$ cat config.mk
export PLATFORM = sky130hd
export DESIGN_NAME = mul_normalizer_flat
export DESIGN_NICKNAME = d
export VERILOG_FILES = /design/src/rtl/mul_normalizer_if.sv /design/src/rtl/mul_normalizer.sv /design/src/flat_wrapper.sv
export SDC_FILE = /design/constraint.sdc
export NUM_CORES = 1
export LEC_CHECK = 0
export ABC_AREA = 1
export CORE_UTILIZATION = 51
export DETAILED_ROUTE_END_ITERATION = 6
export PLACE_DENSITY = 0.82
export REMOVE_ABC_BUFFERS = 1
export SLEW_MARGIN = 5
export SYNTH_ARGS = -nofsm -noshare
export SYNTH_HDL_FRONTEND = slang
export SYNTH_SLANG_ARGS = --single-unit
$ cat constraint.sdc
create_clock -name clk -period 3.55 [get_ports clk]
set_input_delay 0.8875 -clock clk [delete_from_list [all_inputs] [get_ports clk]]
set_output_delay 0.8875 -clock clk [all_outputs]
set_load 0.01 [all_outputs]
$ cat src/rtl/mul_normalizer_if.sv
// Handshake and data bundle for the FP multiplier normalization stage.
// The master side drives operands and out_ready; the slave side is the normalizer.
interface mul_normalizer_if;
    logic        en;
    logic        in_valid;
    logic        in_ready;
    logic [47:0] prod;
    logic [9:0]  exp_sum;
    logic        sign_in;
    logic        out_valid;
    logic        out_ready;
    logic [25:0] mul_normalize;
    logic [7:0]  exp_out;
    logic        sign_out;
    logic        overflow;
    logic        underflow;
    logic        zero;

    modport master (
        output en, in_valid, prod, exp_sum, sign_in, out_ready,
        input  in_ready, out_valid, mul_normalize, exp_out, sign_out,
               overflow, underflow, zero
    );

    modport slave (
        input  en, in_valid, prod, exp_sum, sign_in, out_ready,
        output in_ready, out_valid, mul_normalize, exp_out, sign_out,
               overflow, underflow, zero
    );
endinterface

$ cat src/rtl/mul_normalizer.sv
// Iterative normalization of a 48-bit mantissa product into fraction + G/R/S, exponent and flags.
// Define MUL_NORM_FAST_LZC_EN to finish left normalization in one cycle via a leading-zero count.
module mul_normalizer (
    input  logic            clk,
    input  logic            arst,
    mul_normalizer_if.slave bus
);
    // state    | meaning
    // S_IDLE   | waiting for an operand, in_ready while en
    // S_LSHIFT | left-normalizing W, decrementing E
    // S_RSHIFT | denormalizing W into S, incrementing E up to 1
    // S_DONE   | result held on outputs until out_ready
    typedef enum logic [1:0] {S_IDLE, S_LSHIFT, S_RSHIFT, S_DONE} state_t;

    state_t             state_q, state_d;
    logic [47:0]        w_q, w_d;
    logic signed [11:0] e_q, e_d;
    logic               s_q, s_d;
    logic               sign_q, sign_d;
    logic [25:0]        mn_q, mn_d;
    logic [7:0]         exp_q, exp_d;
    logic               ovf_q, ovf_d;
    logic               unf_q, unf_d;
    logic               zero_q, zero_d;
    logic               load_out;

    logic [47:0]        w_acc;
    logic signed [11:0] e_acc;
    logic               s_acc;

    always_comb begin
        w_acc = bus.prod[47] ? {1'b0, bus.prod[47:1]} : bus.prod;
        s_acc = bus.prod[47] & bus.prod[0];
        e_acc = $signed({{2{bus.exp_sum[9]}}, bus.exp_sum})
              + (bus.prod[47] ? 12'sd1 : 12'sd0);
    end

`ifdef MUL_NORM_FAST_LZC_EN
    logic [5:0]         lzc;
    logic signed [11:0] e_m1;
    logic signed [11:0] lsh_n;

    always_comb begin
        lzc = 6'd47;
        for (int i = 0; i < 47; i++) begin
            if (w_q[i]) lzc = 6'(46 - i);
        end
        e_m1  = e_q - 12'sd1;
        lsh_n = ($signed({6'd0, lzc}) < e_m1) ? $signed({6'd0, lzc}) : e_m1;
    end
`endif

    always_ff @(posedge clk or posedge arst) begin
        if (arst) begin
            state_q <= S_IDLE;
            w_q     <= '0;
            e_q     <= '0;
            s_q     <= 1'b0;
            sign_q  <= 1'b0;
            mn_q    <= '0;
            exp_q   <= '0;
            ovf_q   <= 1'b0;
            unf_q   <= 1'b0;
            zero_q  <= 1'b0;
        end else begin
            state_q <= state_d;
            w_q     <= w_d;
            e_q     <= e_d;
            s_q     <= s_d;
            sign_q  <= sign_d;
            if (load_out) begin
                mn_q   <= mn_d;
                exp_q  <= exp_d;
                ovf_q  <= ovf_d;
                unf_q  <= unf_d;
                zero_q <= zero_d;
            end
        end
    end

    always_comb begin
        state_d = state_q;
        w_d     = w_q;
        e_d     = e_q;
        s_d     = s_q;
        sign_d  = sign_q;
        if (bus.en) begin
            unique case (state_q)
                S_IDLE: begin
                    if (bus.in_valid) begin
                        w_d    = w_acc;
                        e_d    = e_acc;
                        s_d    = s_acc;
                        sign_d = bus.sign_in;
                        if (w_acc == 48'd0) begin
                            state_d = S_DONE;
                        end else if (e_acc < -12'sd47) begin
                            // too far below the subnormal range: everything lands in sticky
                            w_d     = '0;
                            s_d     = 1'b1;
                            state_d = S_DONE;
                        end else if (e_acc < 12'sd1) begin
                            state_d = S_RSHIFT;
                        end else if (!w_acc[46] && e_acc > 12'sd1) begin
                            state_d = S_LSHIFT;
                        end else begin
                            state_d = S_DONE;
                        end
                    end
                end
                S_LSHIFT: begin
`ifdef MUL_NORM_FAST_LZC_EN
                    w_d     = w_q << lsh_n[5:0];
                    e_d     = e_q - lsh_n;
                    state_d = S_DONE;
`else
                    w_d = {w_q[46:0], 1'b0};
                    e_d = e_q - 12'sd1;
                    if (w_d[46] || e_d == 12'sd1) state_d = S_DONE;
`endif
                end
                S_RSHIFT: begin
                    s_d = s_q | w_q[0];
                    w_d = {1'b0, w_q[47:1]};
                    e_d = e_q + 12'sd1;
                    if (e_d == 12'sd1) state_d = S_DONE;
                end
                S_DONE: begin
                    if (bus.out_ready) state_d = S_IDLE;
                end
            endcase
        end
    end

    // Result packing from the values about to be registered on entry to DONE.
    always_comb begin
        load_out = bus.en && (state_q != S_DONE) && (state_d == S_DONE);
        zero_d   = (w_d == 48'd0) && !s_d;
        ovf_d    = 1'b0;
        mn_d     = {w_d[45:21], s_d | (|w_d[20:0])};
        exp_d    = w_d[46] ? e_d[7:0] : 8'd0;
        if (zero_d) begin
            mn_d  = '0;
            exp_d = '0;
        end else if (e_d >= 12'sd255) begin
            ovf_d = 1'b1;
            exp_d = 8'hFF;
            mn_d  = '0;
        end
        unf_d = (exp_d == 8'd0) && !zero_d;
    end

    always_comb begin
        bus.in_ready  = (state_q == S_IDLE) && bus.en;
        bus.out_valid = (state_q == S_DONE);
    end

    assign bus.mul_normalize = mn_q;
    assign bus.exp_out       = exp_q;
    assign bus.sign_out      = sign_q;
    assign bus.overflow      = ovf_q;
    assign bus.underflow     = unf_q;
    assign bus.zero          = zero_q;
endmodule

$ cat src/flat_wrapper.sv
// flat-port wrapper written by rule: the top's interface ports become plain ports
module mul_normalizer_flat 
  (clk, arst, bus_en, bus_in_valid, bus_prod, bus_exp_sum, bus_sign_in, bus_out_ready, bus_in_ready, bus_out_valid, bus_mul_normalize, bus_exp_out, bus_sign_out, bus_overflow, bus_underflow, bus_zero);
  mul_normalizer_if bus_i ();
  input  logic clk;
  input  logic arst;
  input wire logic [$bits(bus_i.en)-1:0] bus_en;
  input wire logic [$bits(bus_i.in_valid)-1:0] bus_in_valid;
  input wire logic [$bits(bus_i.prod)-1:0] bus_prod;
  input wire logic [$bits(bus_i.exp_sum)-1:0] bus_exp_sum;
  input wire logic [$bits(bus_i.sign_in)-1:0] bus_sign_in;
  input wire logic [$bits(bus_i.out_ready)-1:0] bus_out_ready;
  output wire logic [$bits(bus_i.in_ready)-1:0] bus_in_ready;
  output wire logic [$bits(bus_i.out_valid)-1:0] bus_out_valid;
  output wire logic [$bits(bus_i.mul_normalize)-1:0] bus_mul_normalize;
  output wire logic [$bits(bus_i.exp_out)-1:0] bus_exp_out;
  output wire logic [$bits(bus_i.sign_out)-1:0] bus_sign_out;
  output wire logic [$bits(bus_i.overflow)-1:0] bus_overflow;
  output wire logic [$bits(bus_i.underflow)-1:0] bus_underflow;
  output wire logic [$bits(bus_i.zero)-1:0] bus_zero;
  assign bus_i.en = bus_en;
  assign bus_i.in_valid = bus_in_valid;
  assign bus_i.prod = bus_prod;
  assign bus_i.exp_sum = bus_exp_sum;
  assign bus_i.sign_in = bus_sign_in;
  assign bus_i.out_ready = bus_out_ready;
  assign bus_in_ready = bus_i.in_ready;
  assign bus_out_valid = bus_i.out_valid;
  assign bus_mul_normalize = bus_i.mul_normalize;
  assign bus_exp_out = bus_i.exp_out;
  assign bus_sign_out = bus_i.sign_out;
  assign bus_overflow = bus_i.overflow;
  assign bus_underflow = bus_i.underflow;
  assign bus_zero = bus_i.zero;
  mul_normalizer u_core (.clk(clk), .arst(arst), .bus(bus_i));
endmodule
After elaboration in Yosys (flattened, before gate mapping)

Index checks and enable logic that the tools add are counted.

Output and inout bits: 40
Bits in registers: 101
Input port bits: 64
Logic and storage cells: 75

Order comparisons: 4
Add/sub/neg operators: 3
Bitwise gates (word level): 3
Eq/ne operators: 7
Multiplexer cells: 32
Reduce and logical (&&, ||, !) cells: 16

Operator list:

| operator                                                                             | number |
|---|---|
| 48-bit 2-to-1 mux                                                                    | 4 |
| 48-bit one-hot mux with 3 select lines                                               | 1 |
| 48-bit zero test                                                                     | 2 |
| 26-bit 2-to-1 mux                                                                    | 2 |
| 47-bit 2-to-1 mux                                                                    | 1 |
| 12-bit one-hot mux with 3 select lines                                               | 1 |
| 12-bit by 2-bit equality test with 1-bit output, second input constant               | 2 |
| 12-bit 2-to-1 mux                                                                    | 2 |
| 8-bit 2-to-1 mux                                                                     | 3 |
| 21-bit OR reduction                                                                  | 1 |
| 2-bit 2-to-1 mux                                                                     | 9 |
| 12-bit by 2-bit adder with 12-bit output, second input constant                      | 1 |
| 12-bit by 9-bit greater-or-equal comparator with 1-bit output, second input constant | 1 |
| 12-bit by 2-bit > comparator with 1-bit output, second input constant                | 1 |
| 12-bit by 2-bit < comparator with 1-bit output, second input constant                | 1 |
| 12-bit by 7-bit < comparator with 1-bit output, second input constant                | 1 |
| 12-bit by 2-bit subtractor with 12-bit output, second input constant                 | 1 |
| 10-bit by 2-bit adder with 11-bit output                                             | 1 |
| 8-bit zero test                                                                      | 1 |
| 2-bit one-hot mux with 4 select lines                                                | 1 |
| 1-bit 2-to-1 mux                                                                     | 7 |
| 2-bit equality test, second input constant                                           | 3 |
| 1-bit logical AND                                                                    | 6 |
| 1-bit zero test                                                                      | 3 |
| other kinds (8)                                                                      | 9 |

Depth between registers and ports, before layout

Depth in word-level cells: 13
Mapped depth: 27
Gate-level depth less buffers: 25

Worst setup path after synthesis

Ideal clock, no wire load.

Path kind: input -> register
Start: input port bus_exp_sum[0]
End: register u_core.ovf_q (netlist: u_core.bus.overflow)
Setup time: 0.118 ns
Data arrival time: 2.927 ns
Path slack: 0.505 ns
Data required time: 3.432 ns
Path buffers: 2
Stages on the path: 24
Cell sequence: ha_1 -> nand2_2 -> nor2_1 -> nand2_1 -> nand2_1 -> nand2_1 -> clkinv_1 -> nand2_1 -> nand3_2 -> nand3_2 -> buf_6 -> buf_6 -> nand2_1 -> nand2_1 -> nand2_1 -> nand2_1 -> nor2_1 -> nand2_1 -> nor2_1 -> nand2_1 -> nor2_4 -> nor2_2 -> a21oi_1 -> nor2_1

Cells in the longest elaborated chain, start to end: 12
Elaborated cells on any way between the ends: 33
Classes of those cells: add/sub: 1; order compare: 4; eq/ne: 1; mux: 22; reduce/logical: 5

Ends and longest elaborated chain:

| what                                           | line                  | text |
|---|---|---|
| from (decl)                                    | flat_wrapper.sv:10    | `input wire logic [$bits(bus_i.exp_sum)-1:0] bus_exp_sum;` |
| 10-bit by 2-bit adder with 11-bit output (*)   | mul_normalizer.sv:35  | `+ (bus.prod[47] ? 12'sd1 : 12'sd0);` |
| 12-bit by 2-bit > comparator with 1-bit output | mul_normalizer.sv:104 | `end else if (!w_acc[46] && e_acc > 12'sd1) begin` |
| 1-bit logical AND                              | mul_normalizer.sv:104 |  |
| 2-bit 2-to-1 mux                               | mul_normalizer.sv:104 |  |
| 2-bit 2-to-1 mux                               | mul_normalizer.sv:102 | `end else if (e_acc < 12'sd1) begin` |
| 2-bit 2-to-1 mux                               | mul_normalizer.sv:97  | `end else if (e_acc < -12'sd47) begin` |
| 2-bit 2-to-1 mux                               | mul_normalizer.sv:95  | `if (w_acc == 48'd0) begin` |
| 2-bit 2-to-1 mux                               | mul_normalizer.sv:90  | `if (bus.in_valid) begin` |
| 2-bit one-hot mux with 4 select lines          | mul_normalizer.sv:88  | `unique case (state_q)` |
| 2-bit 2-to-1 mux                               | mul_normalizer.sv:87  | `if (bus.en) begin` |
| 2-bit equality test                            | mul_normalizer.sv:137 | `load_out = bus.en && (state_q != S_DONE) && (state_d == S_DONE);` |
| 1-bit logical AND                              | mul_normalizer.sv:137 |  |
| to (signal assigned)                           | mul_normalizer.sv:74  | `ovf_q <= ovf_d;` |
| to (decl)                                      | mul_normalizer.sv:22  | `logic ovf_q, ovf_d;` |

Mark *: on every way between the ends. The rest lies on a longest branch, timed or not.
A chain may end at the register's enable or synchronous reset.

Worst setup path in the final report

Start: input port bus_exp_sum[3]
End: register u_core.unf_q (netlist: u_core.bus.underflow)

Cells in the longest elaborated chain, start to end: 12
Elaborated cells on any way between the ends: 37
Classes of those cells: add/sub: 1; order compare: 4; eq/ne: 1; mux: 23; reduce/logical: 8

Ends and longest elaborated chain:

| what                                                                                                             | line                                         | text |
|---|---|---|
| 10-bit by 2-bit adder with 11-bit output (*)                                                                     | mul_normalizer.sv:35                         |  |
| 12-bit by 7-bit < comparator with 1-bit output or 12-bit by 2-bit > comparator with 1-bit output (tied branches) | mul_normalizer.sv:97, mul_normalizer.sv:104  |  |
| 48-bit 2-to-1 mux (tied with other cells)                                                                        | mul_normalizer.sv:97                         |  |
| 48-bit 2-to-1 mux (tied with other cells)                                                                        | mul_normalizer.sv:95                         |  |
| 48-bit 2-to-1 mux (tied with other cells)                                                                        | mul_normalizer.sv:90                         |  |
| 48-bit one-hot mux with 3 select lines (tied with other cells)                                                   | mul_normalizer.sv:88                         |  |
| 48-bit 2-to-1 mux (tied with other cells)                                                                        | mul_normalizer.sv:87                         |  |
| 48-bit zero test (tied with other cells)                                                                         | mul_normalizer.sv:138                        | `zero_d = (w_d == 48'd0) && !s_d;` |
| 1-bit logical AND (tied with other cells)                                                                        | mul_normalizer.sv:138                        |  |
| 8-bit 2-to-1 mux or 2-bit 2-to-1 mux (tied branches)                                                             | mul_normalizer.sv:142, mul_normalizer.sv:87  |  |
| 8-bit zero test or 2-bit equality test (tied branches)                                                           | mul_normalizer.sv:150, mul_normalizer.sv:137 |  |
| 1-bit logical AND, on equally long branches                                                                      | mul_normalizer.sv:150, mul_normalizer.sv:137 |  |
| to (signal assigned)                                                                                             | mul_normalizer.sv:75                         | `unf_q <= unf_d;` |
| to (decl)                                                                                                        | mul_normalizer.sv:23                         | `logic unf_q, unf_d;` |

Marked as above.

==> metrics.cfg <==
[timing]
fmax_ghz=0.2961
hold-worst-slack_ns=0.4857
relSlewSlack_pct=57.13
worstMarginPinSlew_ns=0.6430
skew_ns=0.008711
setup_viol=0
period_share_pct=95.13
hold_violations=0
report.final.slew_viol_count=0
setup_slack_ns=0.1728
min_period_ns=3.377

[final_layout]
multi_input_area_sq_um=4224
antenna_cells=0
fill_cells=1270
layout.nets=1524
most-common-layout-cells=nand2_1, inv_1, buf_4, nor2_1, dfrtp_1
final_common_cell=nand2_1
drive_gt1_share_pct=13.63
design_area_sq_um=10310
syn_to_final_growth_pct=32.09
regArea_sq_um=2527

[power]
ir_drop_mv=0.4171
intPower_mw=4.166
clock_power_share_pct=12.7
seqPwrFrac_pct=28.2
swShare_pct=45.93
p_sw_mw=3.538
p_comb_share_pct=59.1
p_per_area_nw_per_um2=747.2
p_leak_nw=5.468

[placed_design]
gp_congestion=0.9358
dp_hpwl_um=17840
portBuffers=103
place_ws_ns=-0.3607
place_area_sq_um=9871

[status]
outcome=finished, final reports clean

[logic_synthesis]
synth-seq-cells=101
synth_edf_count=0
synthArstFlopShare_pct=100.0
syn-cell-area_sq_um=7805
synth_area_per_cell_sq_um=6.199
yosysTopAreaCell=dfrtp_1
syn_inst=1259
ys.flop_type=dfrtp_1
yosys_warnings=0
synthTopCellsByArea=dfrtp_1, nand2_1, inv_1
yosysUniqueCellTypes=45
yosysSeqAreaShare_pct=32.38
synth_top_area_share_pct=32.38

[routing]
drt_iter0_drc=740
drc=0
viasPerCell=5.376
vias=8838
wirelength_um=24050
drtAntennaViolNets=0
wire_per_inst_um=14.63
drt_pass1_iterations=6

[global_route]
antenna_found_initial=0
grt_pass1_vias=8498
grt_max_degree=54
grt_pass1_wl_um=39540
track_usage_pct=31.12
grt_overflow=0

[floorplan]
fp-row-count=44
initial_core_util_pct=52.90
core_area_sq_um=14750
die_area_sq_um=15800
die_x_um=125.7
die_y_um=125.7
ios=104

[hold_path]
hp-class=flip-flop to flip-flop

[setup_path]
critPathMaxFanout=15
cpPeakStageDelay_ns=0.53
critPathLaunchType=primary input
path_buf_inv=4
crit_family=simple AND/OR/NAND/NOR gates
critPathArrivalTime_ns=3.68
crit_type=primary input to flip-flop
required_ns=3.85
end_kind=flip-flop
crit_path_frequent_cell=nand2_1
slowest_stage=clkdlybuf4s50_1
crit_path_cell_trace=clkdlybuf4s50_1, nand2_2, inv_1, nand2_1, nand2_1, nand3_1, nand2_1, nand2_1, nand3_2, nand3_4, buf_6, nand2_1, nand2_1, nand2_1, nand2_1, nor2_1, nand3_1, nor2_4, nand2_4, o21ai_1, nand2_1, inv_1, nand2_1, nand2_1

[clock_tree]
htreeDepth=3
clock_path_buffers=2
cts_made_buffers=9
cts_sinks=101
clk_pin_slew_worst_paths_ns=0.07
ctsRootBufferMaster=clkbuf_16
clock_latency_ns=0.36
cts_tree=done

[run]
maxCapViolCount=0

## repair_timing
item	4_1_cts	5_1_grt
setup endpoints to repair	1	37
cloned	0	3
hold buffers	0	0
pin swaps	0	7
endpoints found under the hold margin	0	0
resized for setup	1	26
setup buffers	0	0
## metal layers
layer / up-vias / wire length, um / GRT usage [%] / share of wire (%)
li1: 4329 / - / - / -
met1: 4022 / 10100 / 38.55 / 42
met2: 427 / 11310 / 53.73 / 47
met3: 60 / 1772 / 3.866 / 7.4
met4: 0 / 856 / 15.28 / 3.6
met5: - / 0 / 0 / 0
## logic make-up (layout without fill, tap and decap cells)
| group | after synthesis | after routing | share of synthesized area, % |
|---|---|---|---|
| flops | 101 | 101 | 32.38 |
| xor+xnor | 16 | 16 | 1.796 |
| fa+ha+maj | 5 | 5 | 0.8015 |
| simple gates | 668 | 668 | 34.23 |
| compound gates | 203 | 203 | 16.16 |
| mux | 1 | 1 | 0.1443 |
| buf+inv | 265 | 466 | 14.49 |
## cells in the mapped netlist (14+ instances only)
cell type / n
o21ai_1: 21
buf_2: 17
nand2_1: 481
a221oi_1: 44
o21ai_0: 94
nand3_1: 34
a21oi_1: 17
inv_1: 201
xor2_1: 14
clkbuf_1: 19
nor2_1: 115
dfrtp_1: 101
## worst reg2reg max path: stages, from the launching register on
cell	delay, ns
dfrtp_1	0.47
ha_1	0.21
nand2_1	0.09
nor2_1	0.16
nand2_1	0.14
nor2_1	0.11
nand2_1	0.06
xor2_1	0.20
nand4_1	0.10
o21ai_1	0.16
nand3_1	0.13
a21oi_1	0.20
nand3b_1	0.15
nor2_4	0.20
inv_4	0.10
buf_12	0.17
nand2_1	0.08
o21ai_0	0.09
## power groups by stage
stage                     clock network, mW  registers, mW  logic, mW
final                                 0.979           2.17       4.55
after global routing                   1.03           2.23       5.07
after CTS                             0.985           2.15       4.47
after detailed placement                  0           2.16       4.42
after global placement                    0           2.15       4.35
after floorplan                           0           2.12       2.36
## flip-flops by register name, summed over array words and instances (netlist names)
signal	count
u_core.bus.underflow	1
u_core.s_q	1
u_core.state_q	2
u_core.bus.sign_out	1
u_core.w_q	48
u_core.bus.overflow	1
u_core.bus.mul_normalize	26
u_core.e_q	12
u_core.bus.zero	1
u_core.bus.exp_out	8
## path summary, 6_finish.rpt
| path | depth (start not counted) | slack [ns] | end | startpoint |
|---|---|---|---|---|
| worst min-delay path | 2 | 0.49 | u_core.bus.exp_out[7] | u_core.bus.exp_out[7] |
| worst max-delay path | 24 | 0.17 | u_core.bus.underflow | bus_exp_sum[3] |
| min in group asynchronous | 2 | 0.96 | u_core.bus.mul_normalize[9] | arst |
| worst min register to register | 2 | 0.49 | u_core.bus.exp_out[7] | u_core.bus.exp_out[7] |
| worst max register to register | 17 | 0.61 | u_core.bus.mul_normalize[18] | u_core.e_q[1] |
| max in group asynchronous | 3 | 1.89 | u_core.e_q[10] | arst |
## metrics by stage
| step | utilization [%] | power [mW] | std cells | TNS (ns) |
|---|---|---|---|---|
| after floorplan | - | 4.483 | 1201 | -27.29 |
| after global placement | 66.90 | 6.499 | 1625 | -7.136 |
| after detailed placement | 66.90 | 6.586 | 1625 | -9.789 |
| after CTS | 68.91 | 7.600 | 1641 | 0 |
| after global routing | 69.88 | 8.318 | 1644 | -0.009589 |
| final | 69.88 | 7.703 | 1644 | 0 |
## area by class of cell
class / count / share of cell area, %
Timing Repair Buffer: 243 / 21.84
Tap cell: 184 / 2.233
Multi-Input combinational cell: 893 / 40.97
Sequential cell: 101 / 24.51
Clock inverter: 6 / 0.5097
Clock buffer: 10 / 2.318
Inverter: 207 / 7.609
No activity file was read; power rests on OpenSTA's default activity.
